`config.mk`:
```
export PLATFORM = sky130hd
export DESIGN_NAME = seq_multiplier
export DESIGN_NICKNAME = d
export VERILOG_FILES = /design/src/rtl/calc_pkg.sv /design/src/rtl/mult_add_stage.sv /design/src/rtl/seq_multiplier.sv
export SDC_FILE = /design/constraint.sdc
export NUM_CORES = 1
export LEC_CHECK = 0
export ABC_AREA = 1
export CORE_MARGIN = 4
export CORE_UTILIZATION = 60
export CTS_BUF_LIST = sky130_fd_sc_hd__clkbuf_8 sky130_fd_sc_hd__clkbuf_16
export DETAILED_ROUTE_END_ITERATION = 8
export GPL_TIMING_DRIVEN = 0
export HOLD_SLACK_MARGIN = 0.06
export PLACE_DENSITY = 0.85
export SLEW_MARGIN = 40
export SYNTH_ARGS = -nofsm -noshare
export SYNTH_HDL_FRONTEND = slang
export SYNTH_HIERARCHICAL = 1
export SYNTH_SLANG_ARGS = --single-unit
```
`constraint.sdc`:
```
create_clock -name clk -period 4.75 [get_ports clk]
set_clock_uncertainty 0.2 [all_clocks]
set_input_delay 0.95 -clock clk [delete_from_list [all_inputs] [get_ports clk]]
set_output_delay 0.95 -clock clk [all_outputs]
set_load 0.1 [all_outputs]
```
`src/rtl/calc_pkg.sv`:
```
// rtl/calc_pkg.sv - shared calculator datapath types, constants and helpers
package calc_pkg;

  localparam int MULT_DEFAULT_WIDTH = 8;

  typedef enum logic [1:0] {
    IDLE,
    CALC,
    FIN
  } mult_state_t;

  // Magnitude of a (msb+1)-bit operand held zero-extended in 32 bits.
  function automatic logic [31:0] abs_val(input logic [31:0] value,
                                          input logic        signed_mode,
                                          input logic [4:0]  msb);
    logic [31:0] mask;
    mask = (msb == 5'd31) ? 32'hFFFF_FFFF
                          : ((32'd1 << ({1'b0, msb} + 6'd1)) - 32'd1);
    if (signed_mode && value[msb]) begin
      abs_val = (~value + 32'd1) & mask;
    end else begin
      abs_val = value & mask;
    end
  endfunction

endpackage

```
`src/rtl/mult_add_stage.sv`:
```
// rtl/mult_add_stage.sv - WIDTH-bit adder with carry-out
module mult_add_stage #(
  parameter int WIDTH = 8
) (
  input  logic [WIDTH-1:0] x,
  input  logic [WIDTH-1:0] y,
  output logic [WIDTH-1:0] sum,
  output logic             carry
);

  assign {carry, sum} = {1'b0, x} + {1'b0, y};

endmodule

```
`src/rtl/seq_multiplier.sv`:
```
// rtl/seq_multiplier.sv - iterative shift-add signed/unsigned multiplier
module seq_multiplier
  import calc_pkg::*;
#(
  parameter  int WIDTH = MULT_DEFAULT_WIDTH,
  localparam int CNT_W = $clog2(WIDTH + 1)
) (
  input  logic               clk,
  input  logic               rst,
  input  logic               start,
  input  logic               signed_mode,
  input  logic [WIDTH-1:0]   a,
  input  logic [WIDTH-1:0]   b,
  output logic               busy,
  output logic               done,
  output logic [2*WIDTH-1:0] p
);

  mult_state_t state, next_state;

  logic [WIDTH-1:0]   mcand;
  logic [WIDTH-1:0]   mq;
  logic [WIDTH-1:0]   acc;
  logic [CNT_W-1:0]   cnt;
  logic               neg;
  logic [WIDTH-1:0]   a_mag;
  logic [WIDTH-1:0]   b_mag;
  logic [WIDTH-1:0]   sum;
  logic               carry;
  logic [WIDTH:0]     partial;
  logic [2*WIDTH-1:0] prod;
  logic               last_iter;

  assign a_mag     = WIDTH'(abs_val(32'(a), signed_mode, 5'(WIDTH - 1)));
  assign b_mag     = WIDTH'(abs_val(32'(b), signed_mode, 5'(WIDTH - 1)));
  assign partial   = mq[0] ? {carry, sum} : {1'b0, acc};
  assign prod      = {acc, mq};
  assign last_iter = (cnt == CNT_W'(WIDTH - 1));
  assign busy      = (state != IDLE);

  mult_add_stage #(.WIDTH(WIDTH)) u_add (
    .x     (acc),
    .y     (mcand),
    .sum   (sum),
    .carry (carry)
  );

  always_ff @(posedge clk or posedge rst) begin
    if (rst) state <= IDLE;
    else     state <= next_state;
  end

  always_comb begin
    next_state = state;
    case (state)
      IDLE:    if (start) next_state = CALC;
      CALC:    if (last_iter) next_state = FIN;
      FIN:     next_state = IDLE;
      default: next_state = IDLE;
    endcase
  end

  // Product bits shift out of acc into the vacated multiplier positions.
  always_ff @(posedge clk or posedge rst) begin
    if (rst) begin
      mcand <= '0;
      mq    <= '0;
      acc   <= '0;
      cnt   <= '0;
      neg   <= 1'b0;
      p     <= '0;
      done  <= 1'b0;
    end else begin
      done <= 1'b0;
      case (state)
        IDLE: begin
          if (start) begin
            mcand <= a_mag;
            mq    <= b_mag;
            acc   <= '0;
            cnt   <= '0;
            neg   <= signed_mode & (a[WIDTH-1] ^ b[WIDTH-1]);
          end
        end
        CALC: begin
          acc <= partial[WIDTH:1];
          mq  <= {partial[0], mq[WIDTH-1:1]};
          cnt <= cnt + CNT_W'(1);
        end
        FIN: begin
          p    <= neg ? (~prod + 1'b1) : prod;
          done <= 1'b1;
        end
        default: ;
      endcase
    end
  end

endmodule
```
Yosys cells after proc, flatten, opt, wreduce, memory -nomap -nowiden
Index checks and enable logic that the tools add are counted.

word-level totals
  logic and storage cells = 45
  bits of input ports = 20
  output and inout port bits = 18
  bits in registers = 48

operators by class
  reduce and logical (&&, ||, !) cells = 8
  add/subtract/negate cells = 5
  equal/unequal tests = 5
  bitwise operators = 5
  mux-type cells = 14

operators with widths
  operator                                                               count
  8-bit 2-to-1 mux                                                       4
  8-bit one-hot mux with 2 select lines                                  2
  16-bit by 1-bit adder with 16-bit output, second input constant        1
  8-bit by 1-bit adder with 8-bit output, second input constant          2
  16-bit 2-to-1 mux                                                      1
  16-bit inverter                                                        1
  8-bit inverter                                                         2
  8-bit by 8-bit adder with 9-bit output                                 1
  9-bit 2-to-1 mux                                                       1
  4-bit one-hot mux with 2 select lines                                  1
  2-bit AND reduction                                                    3
  4-bit by 1-bit adder with 4-bit output, second input constant          1
  4-bit by 3-bit equality test with 1-bit output, second input constant  1
  2-bit 2-to-1 mux                                                       2
  4-bit 2-to-1 mux                                                       1
  2-bit != test, second input constant                                   2
  2-bit one-hot mux with 2 select lines                                  1
  2-bit nonzero test                                                     2
  2-bit by 1-bit equality test with 1-bit output, second input constant  1
  2-bit equality test, second input constant                             1
  1-bit logical AND                                                      2
  2-bit logical NOT                                                      1
  1-bit AND                                                              1
  1-bit 2-to-1 mux                                                       1
  1-bit bitwise XOR                                                      1

Longest topological paths before layout
Gate-level depths: netlist of the first run.

  word-level depth = 5
  depth in mapped cells = 10
  depth with buffers taken out = 10

Hierarchy
Netlist of the first run, hierarchy kept.

by module, submodules not included
  module          instances  area each (µm²)  sequential area each (µm²)  cells an instance
  seq_multiplier  1          2,632.5          1,201.2                     333
  mult_add_stage  1          376.6            0.0                         59

Least setup slack after synthesis of the first run
No wires, ideal clock.

  path kind = flip-flop to output port
  start = register state[0]
  end = output busy
  stages on the path, launching flop included = 3
  path buffers = 0
  setup slack = 2,534 ps
  arrival = 1,066 ps
  data required time = 3,600 ps
  cells stage by stage = dfrtp_1 -> inv_1 -> nand2_1

between the ends
  word-level cells in the longest chain between the ends = 1

ends and longest elaborated chain
  item                      RTL line              text
  start: declaration        seq_multiplier.sv:19  mult_state_t state, next_state;
  start signal: assignment  seq_multiplier.sv:50  else state <= next_state;
  2-bit nonzero test        seq_multiplier.sv:39  assign busy = (state != IDLE);
  end: declaration          seq_multiplier.sv:14  output logic busy,

Every way passes these cells.

Final worst setup path of the first run
Ends and elaborated chain as after synthesis.

==> metrics.yaml, run 1 <==
run_status:
  outcome: "finished clean"
layout:
  fin_cells: 505
  antennaDiodeCount: 0
  syn2layout_area_growth_pct: 16.7
  finalNetCount: 470
  drive_above_1_share: 0.162
  utilization: 0.734
critical_path:
  slowest_delay_ps: 420
  reg2reg_from: "acc[0]"
  cp_slowest_cell: "buf_2"
  start_kind: "flip-flop"
  path_buf_inv: 2
  r2r_end: "acc[5]"
  cp.required_ps: 3600
  reg2regPathDepth: 10
  critPathKind: "flip-flop to output pin"
  cp.arrival_ps: 1250
  critPathMaxFanout: 3
  worstPathCellList: "inv_1 > nand2_1 > buf_2"
  cpLargestDelayFamily: "buffers and inverters"
  r2r_slack_ps: 2650
  end_kind: "output pin"
worst_hold_path:
  hp-class: "flip-flop to flip-flop"
  holdPathStages: 2
  worstHoldEndpoint: "p[15]"
  min_from: "p[15]"
timing:
  drv_slew: 0
  max_slew.worst_pin.slew_ps: 487
  max_freq_mhz: 417
  setup_viol: 0
  finalSetupTns_ps: 0
  min_period_ps: 2400
  min_period_over_period: 0.505
  finalHoldViolations: 0
  grt_setup_unrepaired: "no"
  maxSlewHeadroom: 0.678
clock_tree:
  root_buffer: "clkbuf_8"
  clock_latency_ps: 310
  clkTransAtPathRegs_ps: 90
  h-tree-depth: 2
  numCtsBuffers: 5
  cts_tree: "built"
  cts_resized: 0
  clk_path_buf_depth: 2
  cts_setup_buffers: 0
  cts_hold_buffers: 0
  clock-sinks: 48
detailed_routing:
  wirelength_mm: 6.57
  via_per_inst: 5.47
  drt-pass1-iter-count: 5
  wl_per_cell_um: 13.0
  vias: 2763
  ant_nets: 0
  first_iter_violations: 192
  drc_errors: 0
placed_design:
  portBuffers: 37
  dp_cells: 497
  hpwl_mm: 5.06
  gp_congestion: 0.871
yosys:
  netlist_instances: 392
  syn_nets: 425
  syn_area_mm2: 0.00301
  ys_types: 34
  avgSynthCellArea_um2: 7.68
  seq_area_frac_synth: 0.399
  synth_seq_cells: 48
  ys_warn_count: 6
floorplanning:
  die_w_um: 78.8
  rows: 25
  initial_core_util: 0.629
  die-area_mm2: 0.00621
  io_pins: 38
  die_y_um: 78.8
  core_mm2: 0.00479
grt:
  grt_max_degree: 47
  grt_use_total: 0.232
  antenna_found_initial: 0
  grt_pass1_vias: 2559
  grt_pass1_wl_mm: 11.6
  overflow: 0
flow_run:
  max_cap_violations: 0
kinds of logic after synthesis:
logic type | after synthesis | share of synthesized area
AOI/OAI and AO/OA | 63 | 0.119
xor gates and xnor gates | 15 | 0.0437
adders and majority gates | 13 | 0.0565
buffers and inverters | 55 | 0.0773
DFF | 48 | 0.399
and+or+nand+nor | 198 | 0.304
registers in the layout, indices dropped and copies added (netlist names):
register	count
cnt	4
mcand	8
neg	1
acc	8
mq	8
p	16
done	1
state	2
layer usage:
layer | part of all wire | routed length (µm) | GRT usage
met5 | 0 | 0 | 0
met4 | 0.013 | 87 | 0.0704
met3 | 0.064 | 422 | 0.0351
met2 | 0.49 | 3210 | 0.402
met1 | 0.43 | 2840 | 0.301
worst register-to-register path: stages, from the launching register on:
cell      delay (ps)
dfrtp_1          430
ha_1             230
fa_1             420
nand2_1           90
nand2_1          110
nand3b_4         100
nand2_1           60
nand2_1           70
nand2_1           60
a21oi_1          140
o22ai_1           80
worst max path at each step:
stage | cells past startpoint | from | endpoint | slack (ps)
5_1_grt | 3 | state[0] | busy | 2290
3_5_place_dp | 5 | b[0] | mq[1] | 2200
2_1_floorplan | 1 | rst | acc[0] | 2460
3_3_place_gp | 2 | rst | mcand[5] | 1600
4_1_cts | 3 | state[0] | busy | 2340
6_report | 3 | state[0] | busy | 2350
area by class of cell:
class / count / area, µm²
Buffer: 10 / 63.8
Clock buffer: 5 / 68.8
Clock inverter: 3 / 38.8
Fill cell: 411 / 1270
Inverter: 45 / 171
Multi-Input combinational cell: 289 / 1580
Sequential cell: 48 / 1200
Tap cell: 67 / 83.8
Timing Repair Buffer: 38 / 308
layout by cell type (no fill, tap or decap), drive strengths merged, types with 5 or more instances in the layout:
master	count
buf	29
nand3	42
clkbuf	5
dfrtp	48
ha	12
a21oi	19
nand2	111
clkdlybuf4s50	19
o21ai	25
inv	46
nor2	32
xor2	13
o22ai	9
nand4	5
synthesized netlist by cell type:
master    count  area, µm²
nand2_4       1       11.3
inv_2        11       41.3
xnor2_1       2       17.5
nand4_1       5       31.3
nand3_1      38        190
o22ai_1       9       56.3
nand3_2       3       30.0
or2_2         2       12.5
a22o_1        1       8.76
fa_1          1       20.0
nand3b_1      2       15.0
ha_1         12        150
buf_4         3       22.5
a32o_1        1       10.0
buf_6         1       11.3
o21ai_1      11       55.1
o21ai_0      14       70.1
inv_1        34        128
a22oi_1       4       30.0
xor2_1       13        114
dfrtp_1      48       1200
o211ai_1      1       7.51
nand2_1     101        379
nor3_1        1       5.00
nor2_2        4       25.0
buf_2         6       30.0
nand3_4       1       17.5
a21oi_1      19       95.1
nand2_2       9       56.3
a21o_1        1       7.51
nor2_1       28        105
or2_4         2       17.5
nand3b_4      1       20.0
o221ai_1      2       17.5
metrics by stage:
step           hold slack, ps  area (µm²)  worst slack (ps)
3_5_place_dp              260        3400              2200
3_3_place_gp              261        3460              1600
5_1_grt                   299        3510              2290
6_report                  280        3510              2350
2_1_floorplan             256        3010              2460
4_1_cts                   284        3510              2340
Power of run 1 is not shown: default switching activity piles up to over one toggle a cycle in this logic, so the estimate is an artifact.
==> inputs of run 2 (changes only) <==
Settings changed: CORE_UTILIZATION 60 to 50, PLACE_DENSITY 0.85 to 0.76.
Clock period 4.75 ns to 2 ns, I/O delays scaled along.
==> run 2 against run 1 <==
  * Setup slack worse by 2300 ps
  * First-iteration DRC count decreased by 33%
  * Sequential cell count stayed put
  * Critical path depth up 7
  * Register-to-register slack got worse by 2600 ps
  * Core utilization decreased by 11 points
  * Global-route usage decreased by 4.6 points
  * Routed wire length down 0.73%
  * Via count is 3.0% lower
  * Cell count is 1.2% higher
  * Sequential share of layout area about the same
  * Clock-buffer cell count up 1
==> metrics.yaml, run 2 (synthesis gave the netlist of run 1 again) <==
critical_path:
  critical_path.startpoint: "acc[0]"
  end_kind: "flip-flop"
  start_kind: "flip-flop"
  cp.arrival_ps: 1890
  critPathMaxFanout: 2
  critPathKind: "flip-flop to flip-flop"
  reg2reg_from: "acc[0]"
  cp.required_ps: 1980
clock_tree:
  clock_latency_ps: 300
  root_buffer: "clkbuf_8"
  h-tree-depth: 2
  clkTransAtPathRegs_ps: 90
  clk_path_buf_depth: 2
  numCtsBuffers: 5
  cts_hold_buffers: 0
  clock-sinks: 48
  cts_tree: "built"
layout:
  final_common_cell: "nand2_1"
  largest_register: "p"
  fin_cells: 511
  final_cell_area_mm2: 0.00351
  final_cell_mix: "nand2_1, dfrtp_1, nand3_1"
  finalNetCount: 471
  largest_register_ff_count: 16
  syn2layout_area_growth_pct: 16.8
  fill_cells: 520
  drive_above_1_share: 0.173
  antennaDiodeCount: 0
detailed_routing:
  vias: 2681
  via_per_inst: 5.25
  wl_per_cell_um: 12.8
  drc_errors: 0
  ant_nets: 0
  wirelength_mm: 6.52
  drt-pass1-iter-count: 4
  first_iter_violations: 128
placed_design:
  gp_congestion: 0.819
  place_worst_setup_slack_ps: -57.1
  portBuffers: 37
  dp_cells: 502
  place_area_mm2: 0.00340
  hpwl_mm: 5.23
floorplanning:
  rows: 27
  io_pins: 38
  initial_core_util: 0.530
  die_y_um: 85.6
  core_mm2: 0.00568
  die_w_um: 85.6
  die-area_mm2: 0.00732
grt:
  grt_pass1_vias: 2548
  antenna_found_initial: 0
  grt_pass1_wl_mm: 11.1
  overflow: 0
  grt_use_total: 0.186
  grt_max_degree: 38
timing:
  drv_slew: 0
  finalHoldViolations: 0
  setup_ws_ps: 90.2
  maxSlewHeadroom: 0.674
  min_period_ps: 1910
  setup_viol: 0
  finalSetupTns_ps: 0
  max_slew.worst_pin.slew_ps: 492
  min_period_over_period: 0.955
  max_freq_mhz: 524
run_status:
  outcome: "finished clean"
flow_run:
  max_cap_violations: 0
worst_hold_path:
  hp-class: "primary input to asynchronous set/reset pin"
-- run 2: cell count changes in the layout (fill, tap and decap cells not counted), sizes merged --
cell	before	now
clkinv	1	0
bufinv	1	0
buf	29	30
clkinvlp	0	1
clkbuf	5	6
-- run 2: per-layer routing --
layer,vias to the layer above,track usage,wire length [µm]
li1,1384,-,-
met1,1221,0.235,2950
met2,70,0.325,3100
met3,6,0.0288,395
met4,0,0.0633,76
met5,-,0,0
-- run 2: layout make-up --
cell class,instances,area [µm²],share of cell area
multi-input cells,289,1590,0.451
flip-flops and latches,48,1200,0.342
repair buffers,39,308,0.0876
inverters,45,171,0.0488
well taps,72,90.1,0.0256
clock buffers,6,82.6,0.0235
plain buffers,10,63.8,0.0182
clock inverters,2,11.3,0.00320
-- run 2: worst paths after layout --
kind	slack [ps]	to	cells after the start
hold reg to reg	280	p[15]	2
min in group clk	280	p[15]	2
hold / removal	140	p[0]	2
setup / recovery	90	acc[5]	10
max in group asynchronous	1030	mcand[5]	3
setup reg to reg	90	acc[5]	10
-- run 2: stage by stage --
step,hold WS [ps],util
6_report,144,0.619
5_1_grt,159,0.619
4_1_cts,146,0.618
3_5_place_dp,261,0.599
3_3_place_gp,262,0.611
2_1_floorplan,256,-
-- run 2: worst max-delay path: stages, from the launching register on --
cell and delay, ps:
dfrtp_1 400, ha_2 190, fa_2 340, nand2_1 90, nand2_2 80, nand3b_4 90, nand2_1 70, nand2_1 60
nand2_1 60, a21oi_2 130, o22ai_1 70
-- run 2: what timing repair did --
| item | 4_1_cts | 5_1_grt |
|---|---|---|
| buffers inserted | 1 | 0 |
| endpoints found under the setup margin | 1 | 1 |
| gates resized for setup | 1 | 3 |
Power of run 2 is left out for the same reason.
==> inputs of run 3 (changes only) <==
Settings changed: ABC_AREA 1 to unset, PLACE_DENSITY 0.76 to 0.77, SYNTH_HIERARCHICAL 1 to unset.
==> run 3 against run 2 <==
  * The run now ends with setup timing left
  * Synthesized cell count fell by 22%
  * Area after synthesis fell by 8.1%
  * Core utilization rose by 5.5 points
  * Register-to-register slack got worse by 140 ps
  * Via count fell by 12%
  * Cell count fell by 16%
  * Design area rose by 0.50%
  * Sequential cell count did not move
  * Maximum frequency fell by 7.0%
  * Die area fell by 7.3%
  * Critical path type unchanged
  * Largest cell class unchanged
  * Highest routed layer unchanged
==> metrics.yaml, run 3 <==
run_status:
  outcome: "finished with violations"
  violations: "setup timing"
clock_tree:
  cts_tree: "built"
  clkTransAtPathRegs_ps: 90
  clk_path_buf_depth: 2
  numCtsBuffers: 5
  clock-sinks: 48
  root_buffer: "clkbuf_8"
  h-tree-depth: 2
  clock_latency_ps: 310
placed_design:
  gp_congestion: 0.838
  portBuffers: 37
  hpwl_mm: 4.47
  dp_cells: 412
layout:
  final_common_cell: "nand2_1"
  largest_register: "p"
  largest_register_ff_count: 16
  fin_cells: 428
  drive_above_1_share: 0.198
  finalNetCount: 390
  antennaDiodeCount: 0
  utilization: 0.674
  syn2layout_area_growth_pct: 27.7
  final_cell_mix: "nand2_1, dfrtp_1, o21ai_0"
grt:
  antenna_found_initial: 0
  grt_pass1_vias: 2215
  grt_max_degree: 34
  grt_use_total: 0.188
  grt_pass1_wl_mm: 9.87
  overflow: 0
yosys:
  synth_compound_area_frac: 0.207
  syn_nets: 337
  netlist_instances: 304
  synth_top_family_by_area: "compound AO/OA/AOI/OAI gates"
  yosysMostFrequentCell: "dfrtp_1"
  avgSynthCellArea_um2: 9.10
  synth-async-reset-ratio: 1.00
  synth_area_leader_cell: "dfrtp_1"
  syn_area_mm2: 0.00277
  ys_warn_count: 0
  yosys.area_share.simple: 0.142
  synth_seq_cells: 48
  muxShareOfSynthArea: 0.0145
  synth_edf_count: 0
  synthXorXnorAreaFrac: 0.0981
  yosys_most_used_dff: "dfrtp_1"
  ys_types: 37
  synth_area_leaders: "dfrtp_1, o21ai_0, xor2_1, nand2_1, ha_1"
  yosys.area.top_type_share: 0.434
  synthTopCellsByCount: "dfrtp_1, nand2_1, o21ai_0, xor2_1"
  seq_area_frac_synth: 0.434
  yosys.area_share.adder: 0.0615
detailed_routing:
  ant_nets: 0
  drc_errors: 0
  vias: 2364
  via_per_inst: 5.52
  drt-pass1-iter-count: 4
  wirelength_mm: 6.19
  wl_per_cell_um: 14.5
  first_iter_violations: 137
floorplanning:
  rows: 26
  core_mm2: 0.00524
  die_y_um: 82.4
  io_pins: 38
  die_w_um: 82.4
  initial_core_util: 0.528
  die-area_mm2: 0.00679
pwr:
  p_per_area_mw_per_mm2: 1720
  leakage_nw: 1.58
  irDropWorstVdd_mv: 0.918
critical_path:
  reg2regPathDepth: 7
  end_kind: "flip-flop"
  critPathMaxFanout: 2
  cp.required_ps: 2060
  start_kind: "flip-flop"
  cp.arrival_ps: 2110
  critPathKind: "flip-flop to flip-flop"
timing:
  setup_viol: 3
  min_period_ps: 2050
  setup_ws_ps: -53.7
  holdWs_ps: 154
  finalHoldViolations: 0
  max_slew.worst_pin.slew_ps: 489
  grt_setup_unrepaired: "yes"
  maxSlewHeadroom: 0.674
  min_period_over_period: 1.03
  drv_slew: 0
  max_freq_mhz: 487
flow_run:
  max_cap_violations: 0
worst_hold_path:
  hp-class: "primary input to asynchronous set/reset pin"
run 3: cell count changes after synthesis, sizes merged, moves of 8 or more:
cell,previous run,this run
o22ai,9,0
inv,45,12
o31ai,0,8
nand3,42,5
nor2,32,15
nand2,111,46
o21ai,25,45
xor2,13,22
clkbuf,0,9
run 3: worst max-delay path: stages, from the launching register on:
cell and delay (ps):
dfrtp_1 420, ha_4 180, fa_2 380, a211oi_2 190, o21ai_1 120, and3_4 190, o31ai_2 170, a22o_1 140
run 3: area by class of cell:
cell class | instances | area [µm²]
clock buffers | 5 | 68.8
repair buffers | 49 | 404
clock inverters | 3 | 68.8
plain buffers | 10 | 61.3
well taps | 70 | 87.6
flip-flops and latches | 48 | 1210
inverters | 12 | 47.5
multi-input cells | 231 | 1590
fillers | 421 | 1710
run 3: per-stage QoR:
stage	power, mW	setup TNS [ps]	setup WS [ps]	instance area (µm²)
after detailed placement	4.73	-2460	-288	3160
final	6.07	-96.2	-53.7	3530
after CTS	5.83	-265	-90.9	3420
after global placement	4.78	-33920	-780	3230
after global routing	6.47	-340	-114	3530
after floorplan	4.12	-97.1	-53.5	2770
run 3: logic make-up after synthesis:
family,Yosys count
buffers and inverters,25
XOR/XNOR,31
AO/OA/AOI/OAI,95
multiplexers,4
adder cells (fa/ha/maj),13
AND/OR/NAND/NOR,88
flip-flops,48
run 3: final timing paths:
path / startpoint / end / slack [ps]
min reg2reg: p[5] / p[5] / 280
max: mcand[0] / acc[5] / -50
max in group asynchronous: rst / acc[1] / 1000
max reg2reg: mcand[0] / acc[5] / -50
min in group clk: p[5] / p[5] / 280
min: rst / p[7] / 150
run 3: what timing repair did:
action	4_1_cts	5_1_grt
pin swaps	7	15
setup endpoints to repair	11	14
hold buffers	0	0
gates resized for setup	14	25
buffers inserted	9	2
run 3: routing by layer:
| layer | vias to the layer above | GRT usage | wire, µm |
|---|---|---|---|
| li1 | 1179 | - | - |
| met1 | 1117 | 0.238 | 2710 |
| met2 | 59 | 0.319 | 3080 |
| met3 | 9 | 0.0477 | 342 |
| met4 | 0 | 0.0482 | 58 |
| met5 | - | 0 | 0 |
run 3: report_power, final:
part / switching, mW / internal, mW / total (mW) / leakage, nW
logic: 2.16 / 1.24 / 3.40 / 0.900
registers: 0.460 / 1.37 / 1.83 / 0.614
clock network: 0.341 / 0.503 / 0.844 / 0.0687
total: 2.96 / 3.12 / 6.07 / 1.58
(Power assumes the default switching activity.)
